--- config.mk ---
export PLATFORM = sky130hd
export DESIGN_NAME = step_repeat_controller
export DESIGN_NICKNAME = d
export VERILOG_FILES = /design/src/rtl/step_repeat_controller_pkg.sv /design/src/rtl/step_repeat_controller_debouncer.sv /design/src/rtl/step_repeat_controller.sv
export SDC_FILE = /design/constraint.sdc
export NUM_CORES = 1
export LEC_CHECK = 0
export CAP_MARGIN = 20
export CORE_UTILIZATION = 45
export DETAILED_ROUTE_END_ITERATION = 6
export GPL_ROUTABILITY_DRIVEN = 0
export SYNTH_ARGS = -nofsm -noshare
export SYNTH_HDL_FRONTEND = slang
export SYNTH_SLANG_ARGS = --single-unit
--- constraint.sdc ---
create_clock -name clk -period 2 [get_ports clk]
set_input_delay 0.4 -clock clk [delete_from_list [all_inputs] [get_ports clk]]
set_output_delay 0.4 -clock clk [all_outputs]
set_load 0.1 [all_outputs]
--- src/rtl/step_repeat_controller_pkg.sv ---
// Shared types, default timing and helpers for the step/repeat button controller.
// Latency: n/a (declarations only).
// Backpressure: n/a.
package step_repeat_controller_pkg;

  // Controller FSM states
  typedef enum logic [1:0] {
    ST_IDLE   = 2'd0,
    ST_PRESS  = 2'd1,
    ST_HOLD   = 2'd2,
    ST_REPEAT = 2'd3
  } state_t;

  // Requested step direction after debouncing
  typedef enum logic [1:0] {
    DIR_NONE = 2'd0,
    DIR_UP   = 2'd1,
    DIR_DN   = 2'd2
  } dir_t;

  // Default timing at a 50 MHz clock
  localparam int unsigned DEF_DEBOUNCE_CYCLES    = 50000;
  localparam int unsigned DEF_HOLD_CYCLES        = 25000000;
  localparam int unsigned DEF_REPEAT_CYCLES      = 2500000;
  localparam int unsigned DEF_FAST_REPEAT_CYCLES = 250000;
  localparam int unsigned DEF_FAST_AFTER         = 10;

  // Bits needed to hold any value 0..max_val
  function automatic int unsigned width_for(input int unsigned max_val);
    return $clog2(max_val + 1);
  endfunction

  function automatic int unsigned max3(input int unsigned a, input int unsigned b,
                                       input int unsigned c);
    int unsigned m;
    m = (a > b) ? a : b;
    return (m > c) ? m : c;
  endfunction

  // Exactly one button held means a direction; both or neither means none
  function automatic dir_t decode_dir(input logic deb_up, input logic deb_dn);
    if (deb_up && !deb_dn) return DIR_UP;
    if (deb_dn && !deb_up) return DIR_DN;
    return DIR_NONE;
  endfunction

endpackage

--- src/rtl/step_repeat_controller_debouncer.sv ---
// Two-flop synchronizer followed by a stability counter for one raw button.
// Latency: level follows raw 2 + DEBOUNCE_CYCLES cycles after raw settles.
// Backpressure: none; free-running on every clock.
module button_debouncer
  import step_repeat_controller_pkg::*;
#(
  parameter int unsigned DEBOUNCE_CYCLES = DEF_DEBOUNCE_CYCLES
) (
  input  logic clk,
  input  logic reset,
  input  logic raw,
  output logic level
);

  localparam int unsigned CW = width_for(DEBOUNCE_CYCLES);
  localparam logic [CW-1:0] CNT_LAST = CW'(DEBOUNCE_CYCLES - 1);

  logic          sync_a;
  logic          sync_b;
  logic [CW-1:0] cnt;

  // Bring the asynchronous pad level into the clock domain
  always_ff @(posedge clk) begin
    if (!reset) begin
      sync_a <= 1'b0;
      sync_b <= 1'b0;
    end else begin
      sync_a <= raw;
      sync_b <= sync_a;
    end
  end

  // Accept a new level only after it has differed for DEBOUNCE_CYCLES cycles in a row
  always_ff @(posedge clk) begin
    if (!reset) begin
      cnt   <= '0;
      level <= 1'b0;
    end else if (sync_b == level) begin
      cnt <= '0;
    end else if (cnt == CNT_LAST) begin
      cnt   <= '0;
      level <= sync_b;
    end else begin
      cnt <= cnt + 1'b1;
    end
  end

endmodule

--- src/rtl/step_repeat_controller.sv ---
// Front-panel UP/DOWN buttons to one-cycle step strobes with hold-to-repeat and acceleration.
// Latency: first strobe 2 + DEBOUNCE_CYCLES + 1 cycles after raw settles (+1 if leaving HOLD/REPEAT).
// Backpressure: none; strobes are issued unconditionally.
module step_repeat_controller
  import step_repeat_controller_pkg::*;
#(
  parameter int unsigned DEBOUNCE_CYCLES    = DEF_DEBOUNCE_CYCLES,
  parameter int unsigned HOLD_CYCLES        = DEF_HOLD_CYCLES,
  parameter int unsigned REPEAT_CYCLES      = DEF_REPEAT_CYCLES,
  parameter int unsigned FAST_REPEAT_CYCLES = DEF_FAST_REPEAT_CYCLES,
  parameter int unsigned FAST_AFTER         = DEF_FAST_AFTER
) (
  input  logic clk,
  input  logic reset,
  input  logic btn_up_raw,
  input  logic btn_down_raw,
  output logic up,
  output logic down,
  output logic repeating,
  output logic fast
);

  localparam int unsigned TW = width_for(max3(HOLD_CYCLES, REPEAT_CYCLES, FAST_REPEAT_CYCLES));
  localparam int unsigned RW = width_for(FAST_AFTER);
  localparam logic [TW-1:0] HOLD_LAST = TW'(HOLD_CYCLES - 1);
  localparam logic [TW-1:0] SLOW_LAST = TW'(REPEAT_CYCLES - 1);
  localparam logic [TW-1:0] FAST_LAST = TW'(FAST_REPEAT_CYCLES - 1);
  localparam logic [RW-1:0] REP_SAT   = RW'(FAST_AFTER);

  logic          deb_up;
  logic          deb_dn;
  dir_t          cur_dir;
  logic          same_dir;
  logic          at_fast;
  logic [TW-1:0] period_last;

  state_t        state, state_n;
  dir_t          dir_lat, dir_n;
  logic [TW-1:0] timer, timer_n;
  logic [RW-1:0] rep_cnt, rep_n;
  logic          strobe;

  button_debouncer #(.DEBOUNCE_CYCLES(DEBOUNCE_CYCLES)) u_deb_up (
    .clk   (clk),
    .reset (reset),
    .raw   (btn_up_raw),
    .level (deb_up)
  );

  button_debouncer #(.DEBOUNCE_CYCLES(DEBOUNCE_CYCLES)) u_deb_dn (
    .clk   (clk),
    .reset (reset),
    .raw   (btn_down_raw),
    .level (deb_dn)
  );

  assign cur_dir     = decode_dir(deb_up, deb_dn);
  // Any change (release, opposite button, both held) aborts the current press
  assign same_dir    = (cur_dir == dir_lat);
  assign at_fast     = (rep_cnt == REP_SAT);
  assign period_last = at_fast ? FAST_LAST : SLOW_LAST;

  // State, timer, repeat count and latched direction registers
  always_ff @(posedge clk) begin
    if (!reset) begin
      state   <= ST_IDLE;
      dir_lat <= DIR_NONE;
      timer   <= '0;
      rep_cnt <= '0;
    end else begin
      state   <= state_n;
      dir_lat <= dir_n;
      timer   <= timer_n;
      rep_cnt <= rep_n;
    end
  end

  // Next-state logic and strobe/status decode
  always_comb begin
    state_n   = state;
    dir_n     = dir_lat;
    timer_n   = timer;
    rep_n     = rep_cnt;
    strobe    = 1'b0;
    repeating = 1'b0;
    fast      = 1'b0;
    case (state)
      ST_IDLE: begin
        if (cur_dir != DIR_NONE) begin
          state_n = ST_PRESS;
          dir_n   = cur_dir;
        end
      end
      ST_PRESS: begin
        strobe  = 1'b1;
        timer_n = '0;
        state_n = ST_HOLD;
      end
      ST_HOLD: begin
        if (!same_dir) begin
          state_n = ST_IDLE;
        end else if (timer == HOLD_LAST) begin
          state_n = ST_REPEAT;
          timer_n = '0;
          rep_n   = '0;
        end else begin
          timer_n = timer + 1'b1;
        end
      end
      ST_REPEAT: begin
        repeating = 1'b1;
        fast      = at_fast;
        if (!same_dir) begin
          state_n = ST_IDLE;
        end else if (timer == period_last) begin
          strobe  = 1'b1;
          timer_n = '0;
          if (!at_fast) rep_n = rep_cnt + 1'b1;
        end else begin
          timer_n = timer + 1'b1;
        end
      end
      default: state_n = ST_IDLE;
    endcase
  end

  assign up   = strobe && (dir_lat == DIR_UP);
  assign down = strobe && (dir_lat == DIR_DN);

endmodule

==> metrics.md, run 1 <==
| Metric | Value |
|---|---|
| Worst-path fanout max | 3 |
| Top-count cell post-synth | dfxtp_1 |
| Skew-Pair Late Insertion Delay | 0.35 ns |
| Post-CTS Hold Fix Bufs | 0 |
| Cells taking the most area after synthesis | dfxtp_1 40%, xor2_1 6.2%, nor2_1 5.4% |
| CTS tree | done |
| Setup crit end kind | output pin |
| Clock Path Buffers | 2 |
| Ys flop type | dfxtp_1 |
| Final Cycle Share | 134% |
| Yosys warning total | 0 |
| DP Wirelength | 6.11 mm |
| Non-filler cells, final | 602 |
| Slew Viols, Final | 0 |
| Failing checks | setup timing |
| VDD IR max | 502 uV |
| Routed wire length | 8.62 mm |
| Root Driver | clkbuf_8 |
| Initial DRC Count | 144 |
| Post-DR wirelength/cell | 14.3 um |
| Post-synth top cells | 71 x dfxtp_1, 51 x nor2_1, 38 x nand2_1 |
| Share of the synthesized area in the top cell type | 40.4% |
| Outcome | finished, violations left |
| Placed cell count | 579 |
| CTS H-tree depth | 3 |
| Antenna fix cells | 0 |
| PwrDens | 547 nW/um2 |
| Flops & latches, synth | 71 |
| Final core occ | 64.9% |
| Number of global-route vias before repair | 3205 |
| Number of synthesized flops with an enable pin | 0 |
| Die height | 90.4 um |
| Area delta synth->final | 36.7% |
| CP Data Arrival Time | 2.27 ns |
| First-pass GRT wire length | 14.8 mm |
| ANT nets after route | 0 |
| Congestion Overflow GR | 0 |
| Post-Syn Nets | 425 |
| Routed vias | 3233 |
| Netlist cell types | 55 |
| Layout cell share with drive strength beyond 1 | 30.6% |
| IO buf count | 7 |
| Clock Sinks | 71 |
| RSZ-0062 raised after global routing | yes |
| Async set-reset flop share out of synthesis | 0% |
| CTS Buf Count | 9 |
| Worst slew pin tran | 0.537 ns |
| Core Box Area | 7410 um2 |
| Final Hold Vio Count | 0 |
| DRC Markers | 0 |
| Place WS | -0.325 ns |
| Startpoint Class | flop |
| P_leak | 1.83 nW |
| Clock transition at path regs | 0.08 ns |
| Worst EP required | 1.60 ns |
| Maxcap violations | 0 |
| Layout fillers | 628 |
| Worst setup margin | -0.672 ns |
| Final Skew | 0.0113 ns |
| Setup Crit Path Kind | flop to output pin |
| Seq/Total Area, Yosys | 40.4% |
| Die width | 90.4 um |
| Largest net degree at the start of global routing | 23 |
| Mapped Avg Cell Area | 8.50 um2 |
| Vias per cell | 5.37 |
| Initial antenna violation count | 0 |
| Max frequency | 374 MHz |
| Dominant cell type by area after synthesis | dfxtp_1 |
| Synthesized instance count | 414 |
| I/O Pins | 8 |
| Total die area | 8180 um2 |
| DRT Pass-1 Iters | 4 |
| GRT Util Overall | 22.6% |
| Post-route minimum period | 2.67 ns |
| # rows | 31 |
| Initial Util | 47.5% |
| Synth Cell Area | 3520 um2 |
| Hold Path Class | flop to flop |
| Final nets | 509 |
| Slew headroom | 63.9% |
| Setup Viol. Count Final | 31 |
| Final hold slack | 0.446 ns |
[through the flow]
| step | total power, mW | cell area, um2 | TNS, ns |
|---|---|---|---|
| after global routing | 2.73 | 4810 | -11.89 |
| after floorplan | 1.48 | 3600 | -1.93 |
| after CTS | 2.67 | 4760 | -6.05 |
| after detailed placement | 1.51 | 4330 | -4.74 |
| after global placement | 1.51 | 4330 | -4.26 |
| final | 2.63 | 4810 | -9.49 |
[path summary, 6_finish.rpt]
kind / start / to / slack [ns] / cells past startpoint
hold reg to reg: u_deb_dn.sync_a$_SDFF_PN0_ / u_deb_dn.sync_b$_SDFF_PN0_ / 0.45 / 1
setup reg to reg: rep_cnt[0]$_SDFFE_PN0P_ / timer[21]$_SDFFE_PN0P_ / -0.50 / 11
setup / recovery: rep_cnt[0]$_SDFFE_PN0P_ / down / -0.67 / 9
hold / removal: u_deb_dn.sync_a$_SDFF_PN0_ / u_deb_dn.sync_b$_SDFF_PN0_ / 0.45 / 1
[sequential cells by signal, summed over array words and instances (netlist names)]
signal	count
dir_lat	2
rep_cnt	4
state	2
timer	25
u_deb_dn.cnt	16
u_deb_dn.level	1
u_deb_dn.sync_a	1
u_deb_dn.sync_b	1
u_deb_up.cnt	16
u_deb_up.level	1
u_deb_up.sync_a	1
u_deb_up.sync_b	1
[worst max-delay path, stage by stage (launching register included)]
cell	delay [ns]
dfxtp_2	0.34
inv_2	0.03
ha_2	0.16
nand3b_1	0.18
nor4b_2	0.26
o2111a_2	0.27
and3_4	0.20
o21ai_4	0.07
nor3b_4	0.21
buf_12	0.20
[layer usage]
metal	vias to the layer above	GRT usage, %	routed length [um]
met5	-	0	0
met4	0	6.99	102
met1	1516	29.0	3990
li1	1631	-	-
met2	76	36.9	4020
met3	10	6.23	508
[cells in the final DEF (no fill, tap or decap), types with 3 or more instances in the layout]
cell              n
nor3_1            5
or3_1             5
and3_1           16
nor2b_1           8
a21o_1            3
buf_12            9
dfxtp_1          64
nand3_1          31
a21oi_1           8
nor2_1           49
buf_4            68
mux2i_1           5
nand3b_1          3
ha_1              5
o21ai_1           4
clkbuf_8          9
a31oi_1           5
or3_2             4
o21ai_0           4
o31ai_1           3
xnor2_1          12
clkdlybuf4s50_1   3
dfxtp_2           7
buf_6             4
o21ai_2           4
and2_2            3
nor4_1            6
clkinvlp_4        4
nand2_1          38
xor2_1           25
and2_1            5
nand4_1          15
inv_1            11
[final cells by class]
| class | count | area, um2 | share of cell area [%] |
|---|---|---|---|
| sequential | 71 | 1430 | 29.7 |
| timing repair buffer | 86 | 813 | 16.9 |
| tap | 99 | 124 | 2.57 |
| clock buffer | 10 | 128 | 2.65 |
| clock inverter | 6 | 70.1 | 1.46 |
| multi-input combinational | 317 | 2190 | 45.6 |
| inverter | 13 | 52.6 | 1.09 |
[power by group]
part | switching (mW) | internal, mW
Combinational | 0.0304 | 0.0257
Sequential | 0.00250 | 1.42
Clock | 0.574 | 0.583
[what timing repair did]
action / 4_1_cts / 5_1_grt
resized for setup: 40 / 6
endpoints found under the setup margin: 32 / 33
buffers inserted: 5 / 2
gates cloned: 1 / 0
pin swaps: 12 / 0
[cells by family after synthesis]
kind of cell / after synthesis / share of synthesized area (%)
xor gates and xnor gates: 39 / 9.71
and+or+nand+nor: 215 / 32.3
DFF: 71 / 40.4
adders and majority gates: 7 / 2.49
muxes: 5 / 1.42
buffers and inverters: 26 / 3.91
AOI/OAI and AO/OA: 51 / 9.78
(Power assumes the default switching activity.)
==> inputs of run 2 (changes only) <==
- clock period: 2 -> 2.8 ns (I/O delays scaled with it)
==> run 2 against run 1 <==
  * The run still ends with setup timing left
  * Via count fell by 9.3%
  * Final area is 17% lower
  * Combinational power fell by 47%
  * Clock-buffer cell count is the same
  * Setup slack improved by 0.56 ns
  * Largest power group unchanged
  * Highest routed layer unchanged
==> metrics.md, run 2 (synthesis gave the netlist of run 1 again) <==
| Metric | Value |
|---|---|
| Outcome | finished, violations left |
| Failing checks | setup timing |
| Worst-path cell chain | inv_2, ha_2, nand3b_1, nor4_2, o2111a_2, and3_4, o21ai_4, nor3b_4, buf_12 |
| Final hold slack | 0.442 ns (-0.00446 ns) |
| Initial DRC Count | 210 (+46%) |
| Hold depth | 1 (unchanged) |
| Most frequent cells in the layout | 60 x dfxtp_1, 51 x nor2_1, 38 x nand2_1, 33 x nand3_1, 25 x xor2_1 |
| Max reg flops | 25 (unchanged) |
| Largest stage delay on the critical path | 0.37 ns (+0.03 ns) |
| Area delta synth->final | 14.0% |
| Flop2flop setup slack | 0.34 ns (+0.84 ns) |
| DP Wirelength | 5.26 mm (-14%) |
| Worst slew pin tran | 0.786 ns (+0.250 ns) |
| IO buf count | 7 (unchanged) |
| VDD IR max | 244 uV (-51%) |
| Clock transition at path regs | 0.08 ns (about the same) |
| Top reg by flops | timer |
| Min-delay src | u_deb_dn.sync_a$_SDFF_PN0_ |
| Slew Viols, Final | 0 (unchanged) |
| Final Skew | 0.00659 ns (-0.00471 ns) |
| Place WS | 0.194 ns (+0.519 ns) |
| CTS Buf Count | 9 (unchanged) |
| P_leak | 1.41 nW (-23%) |
| CP Data Arrival Time | 2.35 ns (+0.08 ns) |
| Root Driver | clkbuf_8 |
| Final nets | 438 (-14%) |
| Register Area | 1440 um2 (+0.53%) |
| Initial antenna violation count | 0 (unchanged) |
| Antenna fix cells | 0 (unchanged) |
| Maxcap violations | 0 (unchanged) |
| Post-DR wirelength/cell | 14.2 um (-0.62%) |
| Worst setup margin | -0.110 ns (+0.562 ns) |
| GRT Util Overall | 19.7% (-2.9 points) |
| R2R depth | 8 (-3) |
| Skew-Pair Late Insertion Delay | 0.35 ns (about the same) |
| Die width | 90.4 um (unchanged) |
| Slowest CP cell | dfxtp_4 |
| Crit Reg-Reg Endpoint | timer[4]$_SDFFE_PN0P_ |
| Congestion Overflow GR | 0 (unchanged) |
| Worst EP required | 2.24 ns (+0.64 ns) |
| Final Hold Vio Count | 0 (unchanged) |
| # rows | 31 (unchanged) |
| Clock Sinks | 71 (unchanged) |
| Largest net degree at the start of global routing | 23 (unchanged) |
| Routed wire length | 7.56 mm (-12%) |
| Die height | 90.4 um (unchanged) |
| Most common cell after layout, fill and taps aside | dfxtp_1 |
| Layout fillers | 685 (+9.1%) |
| Routed vias | 2931 (-9.3%) |
| Max frequency | 344 MHz |
| Area occupied by multi-input gates | 2030 um2 (-7.6%) |
| Startpoint Class | flop |
| CTS H-tree depth | 3 (unchanged) |
| First-pass GRT wire length | 12.9 mm (-12%) |
| Worst-path fanout max | 6 (+3) |
| CTS tree | done |
| Total die area | 8180 um2 (unchanged) |
| Layout cell share with drive strength beyond 1 | 15.3% (-15 points) |
| R2r startpoint | u_deb_dn.level$_SDFFE_PN0P_ |
| Final core occ | 54.2% (-11 points) |
| Vias per cell | 5.52 (+2.8%) |
| Hold Path Class | flop to flop |
| Clock Path Buffers | 2 (unchanged) |
| Post-route minimum period | 2.91 ns |
| Fin Setup TNS | -0.204 ns (+9.29 ns) |
| ANT nets after route | 0 (unchanged) |
| Setup Crit Path Kind | flop to output pin |
| DRT Pass-1 Iters | 4 (unchanged) |
| Slew headroom | 47.5% (-16 points) |
| Number of global-route vias before repair | 2712 (-15%) |
| Setup Viol. Count Final | 2 (-94%) |
| PwrDens | 494 nW/um2 (-9.7%) |
| Setup crit end kind | output pin |
| Post-CTS Hold Fix Bufs | 0 (unchanged) |
| DRC Markers | 0 (unchanged) |
| Core Box Area | 7410 um2 (unchanged) |
| Worst Hold Endpoint | u_deb_dn.sync_b$_SDFF_PN0_ |
| I/O Pins | 8 (unchanged) |
| Final Cycle Share | 104% |
| Top flop regs | timer (25), u_deb_dn.cnt (16), u_deb_up.cnt (16) |
| Total power | 1.98 mW (-25%) |
| RSZ-0062 raised after global routing | yes |
| Initial Util | 47.5% (unchanged) |
==> run 2: worst max-delay path: cells and delay by family, from the launching register on <==
family	cells	cell delay, ns
DFF	1	0.37
and+or+nand+nor	4	0.91
adders and majority gates	1	0.15
AOI/OAI and AO/OA	2	0.32
buffers and inverters	2	0.25
==> run 2: stage by stage <==
step	area, um2	instances
after floorplan	3560	414
after global placement	3720	512
after detailed placement	3720	513
after CTS	3990	531
after global routing	4010	531
final	4010	531
==> run 2: worst max-delay path by stage <==
stage | from | endpoint | slack (ns) | depth (start not counted)
floorplan | timer[21]$_SDFFE_PN0P_ | down | -0.16 | 6
global placement | rep_cnt[0]$_SDFFE_PN0P_ | down | 0.25 | 9
detailed placement | rep_cnt[0]$_SDFFE_PN0P_ | down | 0.19 | 9
finish | rep_cnt[0]$_SDFFE_PN0P_ | up | -0.11 | 9
CTS | timer[22]$_SDFFE_PN0P_ | up | -0.12 | 7
global route | rep_cnt[0]$_SDFFE_PN0P_ | up | -0.21 | 9
==> run 2: power by group <==
| group | leakage (nW) | total [mW] | internal, mW | switching (mW) |
|---|---|---|---|---|
| sequential | 0.579 | 1.01 | 1.01 | 0.00166 |
| clock | 0.109 | 0.941 | 0.530 | 0.410 |
| combinational | 0.724 | 0.0298 | 0.0112 | 0.0185 |
==> run 2: area by class of cell <==
| type | count | share of cell area [%] |
|---|---|---|
| multi-input combinational | 317 | 50.5 |
| sequential | 71 | 35.8 |
| timing repair buffer | 15 | 3.62 |
| clock buffer | 10 | 3.43 |
| tap | 99 | 3.09 |
| clock inverter | 6 | 2.31 |
| inverter | 13 | 1.22 |
==> run 2: timing repair <==
action | CTS | global route
pin swaps | 2 | 0
setup buffers | 2 | 0
endpoints found under the setup margin | 2 | 2
resized for setup | 11 | 7
==> run 2: layer usage <==
layer	global-route usage, %	share of wire [%]
met3	5.72	6.1
met2	29.5	42
met4	6.32	1.2
met1	27.2	51
met5	0	0
==> inputs of run 3 (changes only) <==
- CORE_MARGIN: default -> 2
==> run 3 against run 2 <==
  * The run still ends with setup timing left
  * Setup slack better by 0.046 ns
  * Power fell by 5.8%
  * Final area decreased by 0.90%
  * Clock skew up 0.0073 ns
  * Sequential cell count did not move
  * Register-to-register slack got worse by 0.15 ns
  * First-iteration DRC count down 13%
  * Critical path depth shrank 2
  * Non-clock buffer count stayed put
  * Final cell count increased by 0.56%
  * Highest routed layer unchanged
==> metrics.md, run 3 (synthesis gave the netlist of run 1 again) <==
| Metric | Value |
|---|---|
| DRT Pass-1 Iters | 5 (+1) |
| Final Cycle Share | 102% (-1.6 points) |
| CTS tree | done |
| Max frequency | 349 MHz (+1.6%) |
| CTS Buf Count | 9 (unchanged) |
| Total die area | 8550 um2 (+4.5%) |
| Worst slew pin tran | 1.02 ns (+0.235 ns) |
| Congestion Overflow GR | 0 (unchanged) |
| PwrDens | 470 nW/um2 (-4.9%) |
| Initial antenna violation count | 0 (unchanged) |
| Worst-path cell chain | or4_4, nor4_2, o2111a_2, and3_4, o21ai_4, nor3b_4, buf_12 |
| CP Data Arrival Time | 2.30 ns (-0.05 ns) |
| Die height | 92.4 um (+2.2%) |
| Final Skew | 0.0139 ns (+0.00729 ns) |
| Root Driver | clkbuf_8 |
| Slew Viols, Final | 0 (unchanged) |
| Routed wl met3 | 370 um (-20%) |
| Vias per cell | 5.49 (-0.63%) |
| Slowest CP cell | or4_4 |
| Final Hold Vio Count | 0 (unchanged) |
| First-pass GRT wire length | 12.8 mm (-1.2%) |
| Startpoint Class | flop |
| Initial DRC Count | 183 (-13%) |
| # rows | 32 (+3.2%) |
| ANT nets after route | 0 (unchanged) |
| Maxcap violations | 0 (unchanged) |
| Routed wire length | 7.44 mm (-1.5%) |
| Max reg flops | 25 (unchanged) |
| Outcome | finished, violations left |
| Worst-path fanout max | 6 (unchanged) |
| Area delta synth->final | 13.0% |
| Final core occ | 52.0% (-2.2 points) |
| Top flop regs | timer (25), u_deb_dn.cnt (16), u_deb_up.cnt (16) |
| Most common cell after layout, fill and taps aside | dfxtp_1 |
| Setup Crit Path Kind | flop to output pin |
| WP buf/inv | 1 (-1) |
| CP top delay family | simple AND/OR/NAND/NOR gates |
| DR top layer | met4 |
| GRT Util Overall | 18.5% (-1.3 points) |
| Post-route minimum period | 2.86 ns (-0.0458 ns) |
| Initial Util | 46.0% (-1.5 points) |
| Most frequent cells in the layout | 61 x dfxtp_1, 51 x nor2_1, 38 x nand2_1, 33 x nand3_1, 25 x xor2_1 |
| RSZ-0062 raised after global routing | yes |
| CTS H-tree depth | 3 (unchanged) |
| Largest net degree at the start of global routing | 23 (unchanged) |
| Placed inst area | 3730 um2 (+0.30%) |
| Hold Path Class | flop to flop |
| Top reg by flops | timer |
| Post-route cell area | 3980 um2 (-0.90%) |
| Setup crit end kind | output pin |
| I/O Pins | 8 (unchanged) |
| Post-CTS Hold Fix Bufs | 0 (unchanged) |
| Core Box Area | 7650 um2 (+3.2%) |
| Number of global-route vias before repair | 2752 (+1.5%) |
| Wl on met1 | 3.91 mm (+2.2%) |
| Failing checks | setup timing |
| Largest stage delay on the critical path | 0.54 ns (+0.17 ns) |
| Slew headroom | 31.9% (-16 points) |
| Setup Viol. Count Final | 2 (unchanged) |
| Die width | 92.4 um (+2.2%) |
| Skew-Pair Late Insertion Delay | 0.34 ns (about the same) |
| Layout cell share with drive strength beyond 1 | 14.6% (-0.69 points) |
| DP Wirelength | 5.45 mm (+3.6%) |
| DRC Markers | 0 (unchanged) |
| Worst setup margin | -0.0646 ns (+0.0458 ns) |
| Clock transition at path regs | 0.07 ns (about the same) |
| Metal2 WL | 3.03 mm (-4.3%) |
| Final nets | 438 (unchanged) |
| Worst EP required | 2.24 ns (about the same) |
| Clock Path Buffers | 2 (unchanged) |
| Post-DR wirelength/cell | 13.9 um (-2.1%) |
| P_leak | 1.40 nW (-1.2%) |
| Antenna fix cells | 0 (unchanged) |
| IO buf count | 7 (unchanged) |
| Routed vias | 2929 (-0.068%) |
| Clock Sinks | 71 (unchanged) |
| VDD IR max | 390 uV (+60%) |
## run 3: worst paths after layout
check | cells after the start | end | slack (ns) | start
min reg2reg | 1 | u_deb_dn.sync_b$_SDFF_PN0_ | 0.43 | u_deb_dn.sync_a$_SDFF_PN0_
min | 1 | u_deb_dn.sync_b$_SDFF_PN0_ | 0.43 | u_deb_dn.sync_a$_SDFF_PN0_
max reg2reg | 9 | timer[22]$_SDFFE_PN0P_ | 0.19 | rep_cnt[0]$_SDFFE_PN0P_
max | 7 | down | -0.06 | timer[21]$_SDFFE_PN0P_
## run 3: per-layer routing
metal	global-route usage, %	vias up
li1	-	1496
met1	26.7	1348
met4	6.97	0
met2	26.6	72
met5	0	-
met3	4.31	13
## run 3: metrics by stage
step | setup WS (ns) | total power [mW] | hold slack [ns] | cells | setup TNS [ns]
2_1_floorplan | -0.163 | 1.06 | 0.412 | 414 | -0.327
3_3_place_gp | 0.174 | 1.07 | 0.415 | 516 | 0
3_5_place_dp | 0.191 | 1.07 | 0.421 | 517 | 0
4_1_cts | -0.106 | 1.89 | 0.439 | 533 | -0.212
5_1_grt | -0.173 | 1.92 | 0.473 | 534 | -0.341
6_report | -0.0646 | 1.87 | 0.435 | 534 | -0.128
## run 3: cell type report
type | instances | area [um2]
multi-input cells | 317 | 2020
fillers | 726 | 3670
clock inverters | 6 | 67.6
inverters | 13 | 48.8
flip-flops and latches | 71 | 1440
repair buffers | 15 | 145
well taps | 102 | 128
clock buffers | 10 | 128
## run 3: where the power goes
| group | switching, mW | internal [mW] | leakage [nW] |
|---|---|---|---|
| Combinational | 0.0184 | 0.0112 | 0.724 |
| Clock | 0.409 | 0.417 | 0.0933 |
| Sequential | 0.00171 | 1.01 | 0.578 |
## run 3: what timing repair did
item,in CTS,in global routing
buffers inserted,0,1
gates resized for setup,13,3
pin swaps,3,2
endpoints found under the setup margin,2,2
